[config.mk]
export PLATFORM = sky130hd
export DESIGN_NAME = cardinal_dmem_dump_flat
export DESIGN_NICKNAME = d
export VERILOG_FILES = /design/src/rtl/cardinal_dump_pkg.sv /design/src/rtl/cardinal_dmem_dump_if.sv /design/src/rtl/cardinal_dmem_dump_mux.sv /design/src/rtl/cardinal_dmem_dump.sv /design/src/flat_wrapper.sv
export SDC_FILE = /design/constraint.sdc
export NUM_CORES = 1
export LEC_CHECK = 0
export CORE_AREA = 2 2 139 141
export DETAILED_ROUTE_END_ITERATION = 8
export DIE_AREA = 0 0 141 143
export PLACE_DENSITY = 0.7
export SLEW_MARGIN = 20
export SYNTH_ARGS = -nofsm -noshare
export SYNTH_HDL_FRONTEND = slang
export SYNTH_SLANG_ARGS = --single-unit
[constraint.sdc]
create_clock -name CLK -period 1.3 [get_ports CLK]
set_input_delay 0.26 -clock CLK [delete_from_list [all_inputs] [get_ports CLK]]
set_output_delay 0.26 -clock CLK [all_outputs]
set_load 0.01 [all_outputs]
[src/rtl/cardinal_dump_pkg.sv]
// Shared types and defaults for the Cardinal DMEM read-back engine.
// FSM encoding, size defaults and the checksum-beat index constant.
package cardinal_dump_pkg;

    localparam int DEPTH_DEF = 128;
    localparam int AW_DEF    = 8;
    localparam int DW_DEF    = 64;

    // The checksum beat is tagged with an all-ones index so a sink can tell it from data.
    localparam logic [0:AW_DEF-1] CHK_INDEX = '1;

    typedef enum logic [2:0] {
        ST_IDLE = 3'd0,
        ST_READ = 3'd1,
        ST_WAIT = 3'd2,
        ST_SEND = 3'd3,
        ST_CHK  = 3'd4,
        ST_DONE = 3'd5
    } state_t;

    function automatic logic owns_port(input state_t s);
        return (s == ST_READ) || (s == ST_WAIT) || (s == ST_SEND) || (s == ST_CHK);
    endfunction

endpackage

[src/rtl/cardinal_dmem_dump_if.sv]
// Bundle of CPU data port, DMEM port, dump stream and status for one dump engine.
// master = the engine, slave = the surrounding CPU / DMEM / sink.
interface cardinal_dmem_dump_if #(
    parameter int AW = 8,
    parameter int DW = 64
);
    logic          start;

    logic          cpu_memEn;
    logic          cpu_memWrEn;
    logic [0:AW-1] cpu_addr;
    logic [0:DW-1] cpu_dout;
    logic [0:DW-1] cpu_din;

    logic          mem_memEn;
    logic          mem_memWrEn;
    logic [0:AW-1] mem_addr;
    logic [0:DW-1] mem_dataIn;
    logic [0:DW-1] mem_dataOut;

    logic          dump_valid;
    logic          dump_ready;
    logic [0:AW-1] dump_index;
    logic [0:DW-1] dump_data;
    logic          dump_last;

    logic          busy;
    logic          done;

    modport master (
        input  start,
        input  cpu_memEn, cpu_memWrEn, cpu_addr, cpu_dout,
        output cpu_din,
        output mem_memEn, mem_memWrEn, mem_addr, mem_dataIn,
        input  mem_dataOut,
        output dump_valid, dump_index, dump_data, dump_last,
        input  dump_ready,
        output busy, done
    );

    modport slave (
        output start,
        output cpu_memEn, cpu_memWrEn, cpu_addr, cpu_dout,
        input  cpu_din,
        input  mem_memEn, mem_memWrEn, mem_addr, mem_dataIn,
        output mem_dataOut,
        input  dump_valid, dump_index, dump_data, dump_last,
        output dump_ready,
        input  busy, done
    );

endinterface

[src/rtl/cardinal_dmem_dump_mux.sv]
// DMEM port ownership mux: CPU passthrough when idle, engine-only read port while dumping.
// Purely combinational; the locked-out CPU sees zero load data and its requests are dropped.
module dmem_port_mux #(
    parameter int AW = 8,
    parameter int DW = 64
) (
    input  logic          owner_eng,
    input  logic          eng_memEn,
    input  logic [0:AW-1] eng_addr,

    input  logic          cpu_memEn,
    input  logic          cpu_memWrEn,
    input  logic [0:AW-1] cpu_addr,
    input  logic [0:DW-1] cpu_dout,
    output logic [0:DW-1] cpu_din,

    output logic          mem_memEn,
    output logic          mem_memWrEn,
    output logic [0:AW-1] mem_addr,
    output logic [0:DW-1] mem_dataIn,
    input  logic [0:DW-1] mem_dataOut
);

    always_comb begin
        mem_memEn   = cpu_memEn;
        mem_memWrEn = cpu_memWrEn;
        mem_addr    = cpu_addr;
        mem_dataIn  = cpu_dout;
        cpu_din     = mem_dataOut;
        if (owner_eng) begin
            mem_memEn   = eng_memEn;
            mem_memWrEn = 1'b0;
            mem_addr    = eng_addr;
            mem_dataIn  = '0;
            cpu_din     = '0;
        end
    end

endmodule

[src/rtl/cardinal_dmem_dump.sv]
// Reads DMEM[0..DEPTH-1] on a start pulse and streams {index, data} beats; optional XOR
// checksum beat under DMEM_DUMP_CHECKSUM_EN. 3 cycles/word (READ, WAIT, SEND); SEND holds until ready.
module cardinal_dmem_dump
    import cardinal_dump_pkg::*;
#(
    parameter int DEPTH = DEPTH_DEF,
    parameter int AW    = AW_DEF,
    parameter int DW    = DW_DEF
) (
    input  logic                CLK,
    input  logic                RESET,
    cardinal_dmem_dump_if.master bus
);

    localparam logic [0:AW-1] LAST_PTR = AW'(DEPTH - 1);

    state_t        state, state_nxt;
    logic [0:AW-1] ptr;
    logic          valid_q, last_q, busy_q, done_q;
    logic [0:AW-1] idx_q;
    logic [0:DW-1] data_q;
    logic          start_acc, hs, at_last, eng_en;

`ifdef DMEM_DUMP_CHECKSUM_EN
    localparam logic [0:AW-1] CHK_IDX = {AW{CHK_INDEX[0]}};
    logic [0:DW-1] csum;
`endif

    assign start_acc = ((state == ST_IDLE) || (state == ST_DONE)) && bus.start;
    assign hs        = valid_q && bus.dump_ready;
    assign at_last   = (ptr == LAST_PTR);
    assign eng_en    = (state == ST_READ);

    always_comb begin
        state_nxt = state;
        case (state)
            ST_IDLE, ST_DONE: if (bus.start) state_nxt = ST_READ;
            ST_READ:          state_nxt = ST_WAIT;
            ST_WAIT:          state_nxt = ST_SEND;
            ST_SEND: begin
                if (hs) begin
                    if (!at_last) begin
                        state_nxt = ST_READ;
                    end else begin
`ifdef DMEM_DUMP_CHECKSUM_EN
                        state_nxt = ST_CHK;
`else
                        state_nxt = ST_DONE;
`endif
                    end
                end
            end
            ST_CHK:           if (hs) state_nxt = ST_DONE;
            default:          state_nxt = ST_IDLE;
        endcase
    end

    // Status and stream qualifiers are registered from the next state so they line up with it.
    always_ff @(posedge CLK) begin
        if (RESET) begin
            state   <= ST_IDLE;
            ptr     <= '0;
            valid_q <= 1'b0;
            last_q  <= 1'b0;
            busy_q  <= 1'b0;
            done_q  <= 1'b0;
            idx_q   <= '0;
            data_q  <= '0;
`ifdef DMEM_DUMP_CHECKSUM_EN
            csum    <= '0;
`endif
        end else begin
            state   <= state_nxt;
            valid_q <= (state_nxt == ST_SEND) || (state_nxt == ST_CHK);
            busy_q  <= owns_port(state_nxt);
            done_q  <= (state_nxt == ST_DONE);
`ifdef DMEM_DUMP_CHECKSUM_EN
            last_q  <= (state_nxt == ST_CHK);
`else
            last_q  <= (state_nxt == ST_SEND) && at_last;
`endif
            if (start_acc) begin
                ptr <= '0;
            end else if ((state == ST_SEND) && hs && !at_last) begin
                ptr <= ptr + AW'(1);
            end
            if (state == ST_WAIT) begin
                data_q <= bus.mem_dataOut;
                idx_q  <= ptr;
            end
`ifdef DMEM_DUMP_CHECKSUM_EN
            if (start_acc) begin
                csum <= '0;
            end else if (state == ST_WAIT) begin
                csum <= csum ^ bus.mem_dataOut;
            end
            if ((state == ST_SEND) && hs && at_last) begin
                idx_q  <= CHK_IDX;
                data_q <= csum;
            end
`endif
        end
    end

    dmem_port_mux #(.AW(AW), .DW(DW)) u_port_mux (
        .owner_eng   (busy_q),
        .eng_memEn   (eng_en),
        .eng_addr    (ptr),
        .cpu_memEn   (bus.cpu_memEn),
        .cpu_memWrEn (bus.cpu_memWrEn),
        .cpu_addr    (bus.cpu_addr),
        .cpu_dout    (bus.cpu_dout),
        .cpu_din     (bus.cpu_din),
        .mem_memEn   (bus.mem_memEn),
        .mem_memWrEn (bus.mem_memWrEn),
        .mem_addr    (bus.mem_addr),
        .mem_dataIn  (bus.mem_dataIn),
        .mem_dataOut (bus.mem_dataOut)
    );

    assign bus.dump_valid = valid_q;
    assign bus.dump_index = idx_q;
    assign bus.dump_data  = data_q;
    assign bus.dump_last  = last_q;
    assign bus.busy       = busy_q;
    assign bus.done       = done_q;

endmodule

[src/flat_wrapper.sv]
// flat-port wrapper written by rule: the top's interface ports become plain ports
module cardinal_dmem_dump_flat import cardinal_dump_pkg::*;
#(
    parameter int DEPTH = DEPTH_DEF,
    parameter int AW    = AW_DEF,
    parameter int DW    = DW_DEF
)
  (CLK, RESET, bus_start, bus_cpu_memEn, bus_cpu_memWrEn, bus_cpu_addr, bus_cpu_dout, bus_cpu_din, bus_mem_memEn, bus_mem_memWrEn, bus_mem_addr, bus_mem_dataIn, bus_mem_dataOut, bus_dump_valid, bus_dump_index, bus_dump_data, bus_dump_last, bus_dump_ready, bus_busy, bus_done);
  cardinal_dmem_dump_if #(.AW(AW), .DW(DW)) bus_i ();
  input  logic CLK;
  input  logic RESET;
  input wire logic [$bits(bus_i.start)-1:0] bus_start;
  input wire logic [$bits(bus_i.cpu_memEn)-1:0] bus_cpu_memEn;
  input wire logic [$bits(bus_i.cpu_memWrEn)-1:0] bus_cpu_memWrEn;
  input wire logic [$bits(bus_i.cpu_addr)-1:0] bus_cpu_addr;
  input wire logic [$bits(bus_i.cpu_dout)-1:0] bus_cpu_dout;
  output wire logic [$bits(bus_i.cpu_din)-1:0] bus_cpu_din;
  output wire logic [$bits(bus_i.mem_memEn)-1:0] bus_mem_memEn;
  output wire logic [$bits(bus_i.mem_memWrEn)-1:0] bus_mem_memWrEn;
  output wire logic [$bits(bus_i.mem_addr)-1:0] bus_mem_addr;
  output wire logic [$bits(bus_i.mem_dataIn)-1:0] bus_mem_dataIn;
  input wire logic [$bits(bus_i.mem_dataOut)-1:0] bus_mem_dataOut;
  output wire logic [$bits(bus_i.dump_valid)-1:0] bus_dump_valid;
  output wire logic [$bits(bus_i.dump_index)-1:0] bus_dump_index;
  output wire logic [$bits(bus_i.dump_data)-1:0] bus_dump_data;
  output wire logic [$bits(bus_i.dump_last)-1:0] bus_dump_last;
  input wire logic [$bits(bus_i.dump_ready)-1:0] bus_dump_ready;
  output wire logic [$bits(bus_i.busy)-1:0] bus_busy;
  output wire logic [$bits(bus_i.done)-1:0] bus_done;
  assign bus_i.start = bus_start;
  assign bus_i.cpu_memEn = bus_cpu_memEn;
  assign bus_i.cpu_memWrEn = bus_cpu_memWrEn;
  assign bus_i.cpu_addr = bus_cpu_addr;
  assign bus_i.cpu_dout = bus_cpu_dout;
  assign bus_cpu_din = bus_i.cpu_din;
  assign bus_mem_memEn = bus_i.mem_memEn;
  assign bus_mem_memWrEn = bus_i.mem_memWrEn;
  assign bus_mem_addr = bus_i.mem_addr;
  assign bus_mem_dataIn = bus_i.mem_dataIn;
  assign bus_i.mem_dataOut = bus_mem_dataOut;
  assign bus_dump_valid = bus_i.dump_valid;
  assign bus_dump_index = bus_i.dump_index;
  assign bus_dump_data = bus_i.dump_data;
  assign bus_dump_last = bus_i.dump_last;
  assign bus_i.dump_ready = bus_dump_ready;
  assign bus_busy = bus_i.busy;
  assign bus_done = bus_i.done;
  cardinal_dmem_dump #(.DEPTH(DEPTH), .AW(AW), .DW(DW)) u_core (.CLK(CLK), .RESET(RESET), .bus(bus_i));
endmodule
Word-level counts from Yosys, hierarchy flattened:

Index checks and enable logic that the tools add are counted.

* flip-flop bits (word level): 87
* input bits: 142
* output and inout port bits: 214
* word-level logic and storage cells: 44

* add/sub/neg operators: 1
* eq/ne operators: 11
* muxes and demuxes: 10
* reduce and logical (&&, ||, !) cells: 14

Operator list (count)
* 2-to-1 mux 64 bit: 2
* one-hot mux 3 bit (5 select lines): 1
* == test 3 x 2 -> 1 bit, second input constant: 4
* == test 3 bit, second input constant: 4
* 2-to-1 mux 3 bit: 4
* adder 8 x 1 -> 8 bit, second input constant: 1
* == test 8 x 7 -> 1 bit, second input constant: 1
* 2-to-1 mux 8 bit: 1
* == test 3 x 1 -> 1 bit, second input constant: 2
* logical AND 1 bit: 5
* logical OR 1 bit: 5
* OR reduction 2 bit: 2
* zero test 3 bit: 1
* 2-to-1 mux 1 bit: 2
* zero test 1 bit: 1

Depth between registers and ports, before layout:

Gate-level depths: netlist of the first run.

* depth after elaboration: 8
* gate-level depth with buffers: 6
* gate-level depth less buffers: 5

Hierarchy:

Synthesis of the first run repeated with hierarchy kept, for this count alone.

* cell total of the unflattened synthesis: 544
* area, all modules: 4179.0 sq um

By module, submodules not included
* cardinal_dmem_dump: instances 1, cells each 391, area an instance 3188.1 sq um, sequential area each 1741.7 sq um
* dmem_port_mux: instances 1, cells each 153, area an instance 991.0 sq um, sequential area each 0.0 sq um

Worst setup path after synthesis of the first run:

No wires, ideal clock.

* path type: register to output
* from: register u_core.busy_q (netlist: u_core.bus.busy)
* to: output port bus_mem_memEn
* arrival: 1188 ps
* slack: -148 ps
* cell stages (with the launch flop): 4
* buffers on the path: 1
* cells stage by stage: dfxtp_1 > buf_1 > nand2_1 > o32ai_1

* word-level cells in the longest chain between the ends: 1

Ends and longest elaborated chain
* start, declared: line cardinal_dmem_dump.sv:19 `logic valid_q, last_q, busy_q, done_q;`
* start signal, assigned: line cardinal_dmem_dump.sv:75 `busy_q <= owns_port(state_nxt);`
* 2-to-1 mux 1 bit: line cardinal_dmem_dump_mux.sv:30 `if (owner_eng) begin`
* end, declared: line flat_wrapper.sv:18 `output wire logic [$bits(bus_i.mem_memEn)-1:0] bus_mem_memEn;`

No other way between the ends.

Worst setup path after layout of the first run:

* from: register u_core.busy_q (netlist: u_core.bus.busy)
* to: output port bus_cpu_din[27]

* word-level cells in the longest chain between the ends: 1

Ends and longest elaborated chain
* 2-to-1 mux 64 bit: line cardinal_dmem_dump_mux.sv:30
* end, declared: line flat_wrapper.sv:17 `output wire logic [$bits(bus_i.cpu_din)-1:0] bus_cpu_din;`

No other way between the ends.

==> metrics.md, run 1 <==
| Metric | Value |
|---|---|
| Outcome | `finished, violations left` |
| Failing checks | `setup timing` |
| Largest net degree at the start of global routing | `49` |
| Die Span Y | `143 microns` |
| Async S/R FF share, synth | `0%` |
| Period minus WS final | `1.800 ns` |
| Placement Rows | `50` |
| CP bufs+invs | `4` |
| Slowest cell delay on critical path | `0.40 ns` |
| YS warnings | `0` |
| Chip Width | `141 microns` |
| CTS tree | `built` |
| Initial core utilization | `22.53%` |
| Min setup slack post-route | `-0.5000 ns` |
| Vias per Instance | `4.580` |
| Switching power | `2.799 mW` |
| CTS H-Tree Depth | `3` |
| First-pass GRT wire length | `30420 microns` |
| CP required | `1.04 ns` |
| Routed WL | `23850 microns` |
| Post-synthesis sequential area ratio | `41.61%` |
| Peak supply drop | `0.5761 mV` |
| Clk Latency, worst-skew pair | `0.34 ns` |
| Synth top area cells | `dfxtp_1 42%, nor2b_1 20%, nand2_1 13%` |
| Crit share post-route | `138.5%` |
| Setup TNS | `-57.53 ns` |
| Slowest cell on crit path | `dfxtp_4` |
| Cells after Synth | `549` |
| Final hold viol count | `0` |
| CTS root buf | `clkbuf_16` |
| Clock power share | `32.6%` |
| Post-synth top flop | `dfxtp_1` |
| Post-synth EDFFs | `0` |
| Cell variety after synth | `43` |
| Crit Path Category | `flop to output pin` |
| NumNets Final | `1160` |
| Sequential Area | `0.001765 sq mm` |
| Max-cap violations | `0` |
| Worst setup EP type | `output pin` |
| GPL Wtd Cong | `0.8153` |
| Layout Skew | `0.008661 ns` |
| Die area | `0.02016 sq mm` |
| Fin util | `58.23%` |
| Core box area | `0.01858 sq mm` |
| Post-DP HPWL | `13500 microns` |
| Drt pass-1 iters | `4` |
| Port bufs | `355` |
| RSZ-0062 raised after global routing | `true` |
| DR WL/cell | `18.96 microns` |
| CP delay by family, top | `buffers and inverters` |
| Post-synth top area share | `41.61%` |
| Vias | `5762` |
| Ratio of cells with drive above 1 in the final layout | `51.08%` |
| Critical Path, Cell by Cell | `buf_8 -> buf_12 -> buf_16 -> nor2b_1 -> buf_2` |
| Syn Nets | `692` |
| Drt first-iter violations | `165` |
| Final setup fails | `222` |
| Sw frac | `29.27%` |
| CTS sink cnt | `87` |
| Gr usage total | `19.72%` |
| Worst slew pin tran | `0.8077 ns` |
| Slew headroom | `46.15%` |
| Fill count | `1593` |
| Min-Delay Path Class | `input port to flop` |
| Placed cells | `1166` |
| Netlist Area Pre-Place | `0.004185 sq mm` |
| CTS Buf Count | `9` |
| Antenna viol nets, final | `0` |
| Hold bufs inserted after CTS | `0` |
| Placed Area | `0.008503 sq mm` |
| Antenna violations before repair | `2` |
| Crit path launch type | `flop` |
| Fin cells | `1258` |
| Grt ovf | `0` |
| Area of the multi-input gates | `0.003470 sq mm` |
| Synthesized flop and latch total | `87` |
| Worst-path fanout max | `7` |
| Cell area power density | `884.1 mW/mm^2` |
| DRC Markers | `0` |
| Synth area leader | `dfxtp_1` |
| Vias in the first global route | `5391` |
| Fmax | `555.5 MHz` |
| Fin. max-slew vios | `0` |
| Worst EP arrival | `1.54 ns` |
| I/O pin cnt | `356` |
| Static Leakage | `5.165 nW` |
| Synthesized area per cell | `7.623 sq um` |
| Final instance area | `0.01082 sq mm` |
| Worst-path clk slew | `0.06 ns` |
| Combinational power share | `37.5%` |
| Total chip power | `9.565 mW` |
| Int Pwr | `6.766 mW` |
| Clk buf depth | `2` |
| Area Growth Syn to Fin | `158.5%` |
| Reg power frac | `29.9%` |
==> worst paths after layout <==
path                            startpoint                        to  slack [ns]  cells past startpoint
setup reg to reg           u_core.state[0]           u_core.bus.busy       -0.26                      5
hold reg to reg   u_core.bus.dump_data[57]  u_core.bus.dump_data[57]        0.45                      2
hold / removal                       RESET           u_core.bus.busy        0.29                      3
setup / recovery           u_core.bus.busy           bus_cpu_din[27]       -0.50                      5
==> Yosys cell counts (3+ instances only) <==
master,number
buf_2,16
a21oi_1,77
mux2_2,8
dfxtp_1,87
or3_1,3
nand2_1,150
or4_1,3
nor2b_1,133
clkbuf_1,22
nor2_1,6
inv_1,4
o21ai_0,3
==> worst reg2reg max path, stage by stage, from the launching register on <==
cell and delay [ns]:
dfxtp_4 0.37, buf_6 0.11, nor2b_4 0.04, a221o_1 0.34, or4_1 0.54, nand2_1 0.10
==> metrics by stage <==
stage	hold slack, ns	setup WS, ns
6_report	0.2897	-0.5000
5_1_grt	0.3165	-0.5524
4_1_cts	0.2030	-0.4985
3_5_place_dp	0.4458	-0.5734
3_3_place_gp	0.4407	-0.5726
2_1_floorplan	0.3495	-0.05673
==> cell type report <==
cell class / instances / share of cell area, %
sequential: 87 / 16.32
antenna: 2 / 0.04626
inverter: 4 / 0.1388
multi-input combinational: 417 / 32.07
tap: 234 / 2.706
clock inverter: 5 / 0.9483
timing repair buffer: 498 / 45.43
clock buffer: 11 / 2.348
==> state kept, by name (all words and copies together) (netlist names) <==
signal and count:
u_core.bus.dump_valid 1, u_core.bus.busy 1, u_core.bus.dump_last 1, u_core.state 3
u_core.bus.dump_data 64, u_core.bus.done 1, u_core.ptr 8, u_core.bus.dump_index 8
==> layer usage <==
layer	up-vias	GRT usage [%]	routed length, microns
met5	-	0	0
met4	0	7.316	649
met3	44	6.170	1530
met2	249	34.53	12350
met1	2733	22.62	9315
li1	2736	-	-
==> logic make-up (layout without fill, tap and decap cells) <==
kind of cell	after synthesis	count (layout)	share of synthesized area, %
AO/OA/AOI/OAI	94	94	12.53
XOR/XNOR	2	2	0.4186
adder cells (fa/ha/maj)	1	1	0.2989
buffers and inverters	45	518	4.783
flip-flops	87	87	41.61
multiplexers	9	9	2.392
other	0	2	0
AND/OR/NAND/NOR	311	311	37.97
==> cell usage in the layout, fill, tap and decap left out, types with 8 or more instances in the layout <==
master and n:
clkdlybuf4s50_1 138, buf_2 89, nor2b_1 88, dlygate4sd2_1 80
dfxtp_1 78, nand2_1 76, a21oi_2 72, buf_4 71
buf_6 68, nand2_4 58, nor2b_4 39, clkbuf_16 18
buf_12 18, nand2_2 16, buf_16 13, buf_8 9
mux2_4 8
==> repair_timing <==
| item | CTS | global route |
|---|---|---|
| gates cloned | 16 | 9 |
| pin swaps | 14 | 121 |
| buffers inserted | 32 | 29 |
| setup endpoints to repair | 298 | 228 |
| resized for setup | 688 | 362 |
==> power by group through the flow <==
stage | sequential, mW | combinational [mW] | clock [mW]
final | 2.86 | 3.59 | 3.12
after floorplan | 2.96 | 0.843 | 0
after global routing | 2.88 | 3.76 | 3.29
after global placement | 2.91 | 2.55 | 0
after detailed placement | 2.92 | 2.56 | 0
after CTS | 2.85 | 2.85 | 3.19
No activity file was read; power rests on OpenSTA's default activity.
==> run 2: changes to the inputs <==
--- a/config.mk
+++ b/config.mk
@@ -9,7 +9,8 @@
 export DETAILED_ROUTE_END_ITERATION = 8
 export DIE_AREA = 0 0 141 143
 export PLACE_DENSITY = 0.7
-export SLEW_MARGIN = 20
+export SETUP_SLACK_MARGIN = 0.1
+export SLEW_MARGIN = 0
 export SYNTH_ARGS = -nofsm -noshare
 export SYNTH_HDL_FRONTEND = slang
 export SYNTH_SLANG_ARGS = --single-unit
==> run 2 against run 1 <==
The run still ends with setup timing left. Setup slack better by 0.12 ns. Clock power down 18%. Design area decreased by 0.74%. Final cell count is 0.32% lower. Hold slack got worse by 0.076 ns. Flip-flop and latch count is the same. Utilization down 0.43 points. Non-clock buffer count is 1 lower. Via count up 1.2%. Register-to-register slack better by 0.07 ns. Count of clock-buffer cells in the layout decreased by 1.
==> metrics.md, run 2 (same netlist as run 1, synthesis figures left out) <==
| Metric | Value |
|---|---|
| Area Growth Syn to Fin | `156.6%` |
| I/O pin cnt | `356 (unchanged)` |
| Outcome | `finished, violations left` |
| Routed WL | `24430 microns (+2.4%)` |
| Chip Width | `141 microns (unchanged)` |
| DRC Markers | `0 (unchanged)` |
| Drt pass-1 iters | `4 (unchanged)` |
| Cell area power density | `845.6 mW/mm^2 (-4.3%)` |
| Placed Area | `0.008518 sq mm (+0.18%)` |
| First-pass GRT wire length | `32490 microns (+6.8%)` |
| Final setup fails | `214 (-3.6%)` |
| Crit share post-route | `129.2% (-9.2 points)` |
| Worst setup EP type | `output pin` |
| Largest net degree at the start of global routing | `44 (-10%)` |
| Clk buf depth | `2 (unchanged)` |
| Placement Rows | `50 (unchanged)` |
| Post-DP HPWL | `13390 microns (-0.83%)` |
| Ratio of cells with drive above 1 in the final layout | `63.95% (+13 points)` |
| Clk Latency, worst-skew pair | `0.34 ns (about the same)` |
| Commonest non-fill, non-tap cell in the layout | `clkdlybuf4s50_1` |
| Crit Path Category | `flop to output pin` |
| CP required | `1.04 ns (about the same)` |
| Worst R2R Path Depth | `6 (+1)` |
| Vias | `5832 (+1.2%)` |
| Worst-path fanout max | `5 (-2)` |
| NumNets Final | `1160 (unchanged)` |
| Worst-path clk slew | `0.06 ns (about the same)` |
| Fmax | `595.3 MHz (+7.2%)` |
| Vias per Instance | `4.651 (+1.5%)` |
| Static Leakage | `4.859 nW (-5.9%)` |
| Antenna violations before repair | `2 (unchanged)` |
| Grt ovf | `0 (unchanged)` |
| Die Span Y | `143 microns (unchanged)` |
| GPL Wtd Cong | `0.7967 (-2.3%)` |
| Max-cap violations | `0 (unchanged)` |
| Initial core utilization | `22.53% (unchanged)` |
| Die area | `0.02016 sq mm (unchanged)` |
| Crit path launch type | `flop` |
| Hold path depth | `2 (-1)` |
| Worst EP arrival | `1.42 ns (-0.12 ns)` |
| Placement-stage worst setup slack | `-0.5068 ns (+0.06660 ns)` |
| Gr usage total | `21.40% (+1.7 points)` |
| CTS root buf | `clkbuf_16` |
| Hold slack | `0.2135 ns (-0.07613 ns)` |
| CTS sink cnt | `87 (unchanged)` |
| Worst slew pin tran | `0.7466 ns (-0.06108 ns)` |
| Core box area | `0.01858 sq mm (unchanged)` |
| Min setup slack post-route | `-0.3798 ns (+0.1202 ns)` |
| Final hold viol count | `0 (unchanged)` |
| Leading cell types in the layout, fill and taps excluded | `140 x clkdlybuf4s50_1, 121 x buf_2, 89 x nor2b_1, 76 x nand2_4, 75 x buf_4` |
| Final instance area | `0.01074 sq mm (-0.74%)` |
| Min-Delay Path Class | `input port to flop` |
| Fin. max-slew vios | `0 (unchanged)` |
| Vias in the first global route | `5547 (+2.9%)` |
| CTS Buf Count | `9 (unchanged)` |
| Port bufs | `355 (unchanged)` |
| Failing checks | `setup timing` |
| Peak supply drop | `0.5968 mV (+3.6%)` |
| Drt first-iter violations | `218 (+32%)` |
| RSZ-0062 raised after global routing | `true` |
| Slew headroom | `50.22% (+4.1 points)` |
| DR WL/cell | `19.48 microns (+2.8%)` |
| CTS H-Tree Depth | `3 (unchanged)` |
| Hold bufs inserted after CTS | `0 (unchanged)` |
| Period minus WS final | `1.680 ns (-0.1202 ns)` |
| Layout Skew | `0.01026 ns (+0.001604 ns)` |
| CTS tree | `built` |
| Max FFs per register | `64 (unchanged)` |
| Antenna viol nets, final | `0 (unchanged)` |
run 2: per-layer routing:
layer  GRT usage (%)  vias up  share of wire [%]
met3           4.527       36                6.6
met4           7.368        0                2.3
met5               0        -                  0
li1                -     2742                  -
met2           37.18      251                 50
met1           26.35     2803                 41
run 2: final cells by class:
| type | instances | area (sq um) |
|---|---|---|
| fill | 1618 | 7841 |
| sequential | 87 | 1794 |
| clock inverter | 2 | 35.03 |
| multi-input combinational | 418 | 3603 |
| timing repair buffer | 497 | 4755 |
| tap | 234 | 292.8 |
| clock buffer | 10 | 239.0 |
| inverter | 4 | 15.01 |
| antenna | 2 | 5.005 |
run 2: power breakdown:
group          switching, mW  total [mW]  internal (mW)
Sequential             0.106        2.90           2.79
Combinational           1.64        3.63           1.99
Clock                   1.06        2.55           1.50
Total                   2.81        9.08           6.28
run 2: path summary, 6_finish.rpt:
| path | startpoint | to | slack, ns |
|---|---|---|---|
| setup / recovery | u_core.bus.busy | bus_mem_addr[3] | -0.38 |
| hold / removal | RESET | u_core.state[1] | 0.21 |
| setup reg to reg | u_core.ptr[7] | u_core.bus.dump_valid | -0.19 |
| hold reg to reg | u_core.bus.dump_index[6] | u_core.bus.dump_index[6] | 0.45 |
run 2: critical path, cell delays in order (launching register included):
cell and delay, ns:
dfxtp_4 0.40, buf_6 0.14, buf_6 0.12, mux2_4 0.30, buf_6 0.12
run 2: stage by stage:
stage	power, mW	cells	TNS, ns	util [%]
after floorplan	3.840	549	-0.2687	-
after global routing	9.432	1254	-55.49	57.80
after CTS	8.602	1235	-48.18	52.20
final	9.081	1254	-44.40	57.80
after global placement	5.441	1170	-61.82	45.85
after detailed placement	5.458	1170	-65.21	45.85
run 2: timing repair:
| item | 4_1_cts | 5_1_grt |
|---|---|---|
| pin swaps | 63 | 111 |
| setup endpoints to repair | 299 | 288 |
| cloned | 25 | 8 |
| buffers inserted | 29 | 17 |
| gates resized for setup | 905 | 379 |
